**config.mk**
```make
export PLATFORM = sky130hd
export DESIGN_NAME = fetch_program_counter
export DESIGN_NICKNAME = d
export VERILOG_FILES = /design/src/rtl/fetch_program_counter.sv
export SDC_FILE = /design/constraint.sdc
export NUM_CORES = 1
export LEC_CHECK = 0
export ABC_AREA = 1
export CORE_MARGIN = 2
export CORE_UTILIZATION = 39
export CTS_CLUSTER_SIZE = 24
export DETAILED_ROUTE_END_ITERATION = 16
export GPL_TIMING_DRIVEN = 0
export PLACE_DENSITY_LB_ADDON = 0.12
export SYNTH_ARGS = -nofsm -noshare
export SYNTH_HDL_FRONTEND = slang
export SYNTH_SLANG_ARGS = --single-unit
```
**constraint.sdc**
```tcl
create_clock -name CLK -period 0.85 [get_ports CLK]
set_clock_uncertainty 0.15 [all_clocks]
set_input_delay 0.17 -clock CLK [delete_from_list [all_inputs] [get_ports CLK]]
set_output_delay 0.17 -clock CLK [all_outputs]
set_load 0.01 [all_outputs]
```
**src/rtl/fetch_program_counter.sv**
```systemverilog
// Fetch-stage program counter: loads PC_In when PC_En is high, holds otherwise,
// and returns to RESET_VECTOR on synchronous active-low RST. Optional macro: PC_MISALIGN_FLAG_EN.
module fetch_program_counter #(
    parameter int              XLEN         = 32,
    parameter logic [XLEN-1:0] RESET_VECTOR = 32'h0000_0000
) (
    input  logic            CLK,
    input  logic            RST,
    input  logic            PC_En,
    input  logic [XLEN-1:0] PC_In,
`ifdef PC_MISALIGN_FLAG_EN
    output logic            PC_Misaligned,
`endif
    output logic [XLEN-1:0] PC_Out
);

    logic [XLEN-1:0] pc_d;
    logic [XLEN-1:0] pc_q;

    // Stall selects the held value, so PC_In (even if X) never reaches the flop.
    always_comb begin
        pc_d = pc_q;
        if (PC_En) begin
            pc_d = PC_In;
        end
    end

    always_ff @(posedge CLK) begin
        if (!RST) begin
            pc_q <= RESET_VECTOR;
        end else begin
            pc_q <= pc_d;
        end
    end

    assign PC_Out = pc_q;

`ifdef PC_MISALIGN_FLAG_EN
    logic misaligned_d;
    logic misaligned_q;

    // Flag follows the value being loaded so it lines up with PC_Out.
    always_comb begin
        misaligned_d = misaligned_q;
        if (PC_En) begin
            misaligned_d = |PC_In[1:0];
        end
    end

    always_ff @(posedge CLK) begin
        if (!RST) begin
            misaligned_q <= 1'b0;
        end else begin
            misaligned_q <= misaligned_d;
        end
    end

    assign PC_Misaligned = misaligned_q;
`endif

endmodule

```
==> flow_summary.yaml, run 1 <==
status:
  status: "finished with violations"
  violations: "hold timing, setup timing"
finish:
  final-instance-count-excl-fill: 322
  filler_cell_count: 326
  layout_common_cells: "nand2_1, nor2_1, buf_6"
  multi_input_area_um2: 485.5
  fin_util_pct: 66.86
  final_common_cell: "nand2_1"
  largest_reg_flops: 32
  layout-drive-gt1-share_pct: 30.80
  nets: 311
  area_growth_pct: 65.79
  diodes: 0
  final-seq-area_um2: 680.7
timing:
  holdWs_ns: -0.008598
  worst_slack_ns: -0.2489
  fin_crit_sh_pct: 129.3
  finalHoldViolations: 4
  grt_setup_unrepaired: "true"
  fmax_mhz: 910.0
  final-setup-viol-count: 32
  tightest_slew_ns: 0.1935
  setup-tns-final_ns: -7.686
  slew_violations: 0
  maxSlewHeadroom_pct: 87.10
  min_period_ns: 1.099
synth:
  ys_seq_elements: 32
  synth.largest_area_cell: "dfxtp_1"
  ys_top_cells_by_area: "dfxtp_1, nand2_1, nor2_1"
  yosysSeqAreaShare_pct: 47.99
  synthCells: 202
  synthesis.area_mm2: 0.001335
  ys_types: 6
  syn-num-nets: 237
  syn_area_per_cell_um2: 6.609
  yosys_warnings: 0
  yosysTopAreaCellShare_pct: 47.99
detailed_routing:
  ant_nets: 0
  vias_per_cell: 4.006
  dr.first_iter.drc_count: 50
  wl_um: 2926
  vias: 1290
  first_pass_iters: 4
  wl_per_cell_um: 9.087
  remaining_drc_errors: 0
setup_path:
  critPathKind: "reg -> out"
  endpoint_kind: "output pin"
  cp.required_ns: 0.53
  crit_family: "flip-flops"
  cp_max_fo: 2
  cpMaxStageDelayCell: "dfxtp_2"
  crit_path_start_kind: "flip-flop"
  path_cells: "buf_6"
  slowest_delay_ns: 0.34
  arrival_ns: 0.78
  cp_num_buf_inv: 1
pwr:
  peakVddDrop_uv: 1043
  total_power_mw: 3.389
  p_leak_nw: 1.172
  power_density_mw_per_mm2: 1531
run:
  cap_violations: 0
cts:
  cts_tree: "yes"
  cts_made_buffers: 5
  root_buffer: "clkbuf_4"
  clock_sinks: 32
  clock_path_buffers: 2
  clk_pin_slew_ns: 0.09
  htree_levels: 2
  insertion_delay_ns: 0.32
global_route:
  track_usage_pct: 15.85
  grt_max_degree: 11
  antenna_found_initial: 0
  overflow: 0
  grt_pass1_wl_um: 4830
  grt_pass1_vias: 1141
floorplanning:
  start_util_pct: 40.33
  dieArea_mm2: 0.003907
  io_pins: 67
  die_height_um: 62.51
  fp.coreArea_mm2: 0.003311
  row_count: 21
  fp.dieW_um: 62.51
place:
  place_hpwl_um: 2035
  port-buffer-count: 65
  place_inst: 313
  gp_congestion: 0.6749
  place_ws_ns: -0.5005
min_path:
  hold_path_class: "in -> reg"
logic make-up after synthesis:
group	synth area share [%]
buffers and inverters	16.03
DFF	47.98
and+or+nand+nor	35.99
report_power, final:
group | internal [mW] | leakage (nW) | switching, mW
Combinational | 0.449 | 0.860 | 0.291
Clock | 0.469 | 0.0374 | 0.486
Sequential | 1.63 | 0.275 | 0.0691
Total | 2.54 | 1.17 | 0.846
worst register-to-register path: cells and delay by family (launching register included):
| family | cells | cell delay, ns |
|---|---|---|
| buf+inv | 1 | 0.13 |
| flops | 1 | 0.34 |
| simple gates | 2 | 0.10 |
worst paths after layout:
check,cells past startpoint,from,endpoint,slack (ns)
worst max-delay path,1,PC_Out[9],PC_Out[9],-0.25
worst max register to register,3,PC_Out[26],PC_Out[26],0.03
worst min-delay path,4,PC_En,PC_Out[1],-0.009
worst min register to register,2,PC_Out[31],PC_Out[31],0.33
cells in the mapped netlist:
| cell | number |
|---|---|
| inv_1 | 32 |
| nor2_1 | 64 |
| nand2_1 | 64 |
| buf_6 | 7 |
| dfxtp_1 | 32 |
| buf_2 | 3 |
layout make-up:
type                    count  share of cell area [%]
clock buffers               7                   2.940
plain buffers              10                   4.522
well taps                  46                   2.600
inverters                  32                   5.427
repair buffers             67                   31.83
multi-input cells         128                   21.93
flip-flops and latches     32                   30.75
through the flow:
| step | hold WS (ns) | cell area, um2 |
|---|---|---|
| after floorplan | 0.1404 | 1335 |
| after global placement | 0.3056 | 2043 |
| after detailed placement | 0.3112 | 2043 |
| after CTS | -0.02611 | 2193 |
| after global routing | -0.02005 | 2213 |
| final | -0.008598 | 2213 |
layer usage:
layer / GRT usage (%) / part of all wire, % / up-vias
li1: - / - / 714
met1: 17.00 / 47 / 530
met2: 26.48 / 44 / 40
met3: 7.207 / 7.3 / 6
met4: 7.500 / 1.9 / 0
met5: 0 / 0 / -
what timing repair did:
action	CTS	global route
pin swaps	0	0
buffers inserted	0	2
gates resized for setup	195	2
endpoints found under the hold margin	4	1
setup endpoints to repair	62	32
Note: power is estimated with default switching activity, not from simulation.
==> inputs of run 2 (changes only) <==
--- a/config.mk
+++ b/config.mk
@@ -12,6 +12,7 @@
 export DETAILED_ROUTE_END_ITERATION = 16
 export GPL_TIMING_DRIVEN = 0
 export PLACE_DENSITY_LB_ADDON = 0.12
+export SLEW_MARGIN = 10
 export SYNTH_ARGS = -nofsm -noshare
 export SYNTH_HDL_FRONTEND = slang
 export SYNTH_SLANG_ARGS = --single-unit
==> results of run 2 <==
Final layout, timing and power as in run 1 (identical DEF).
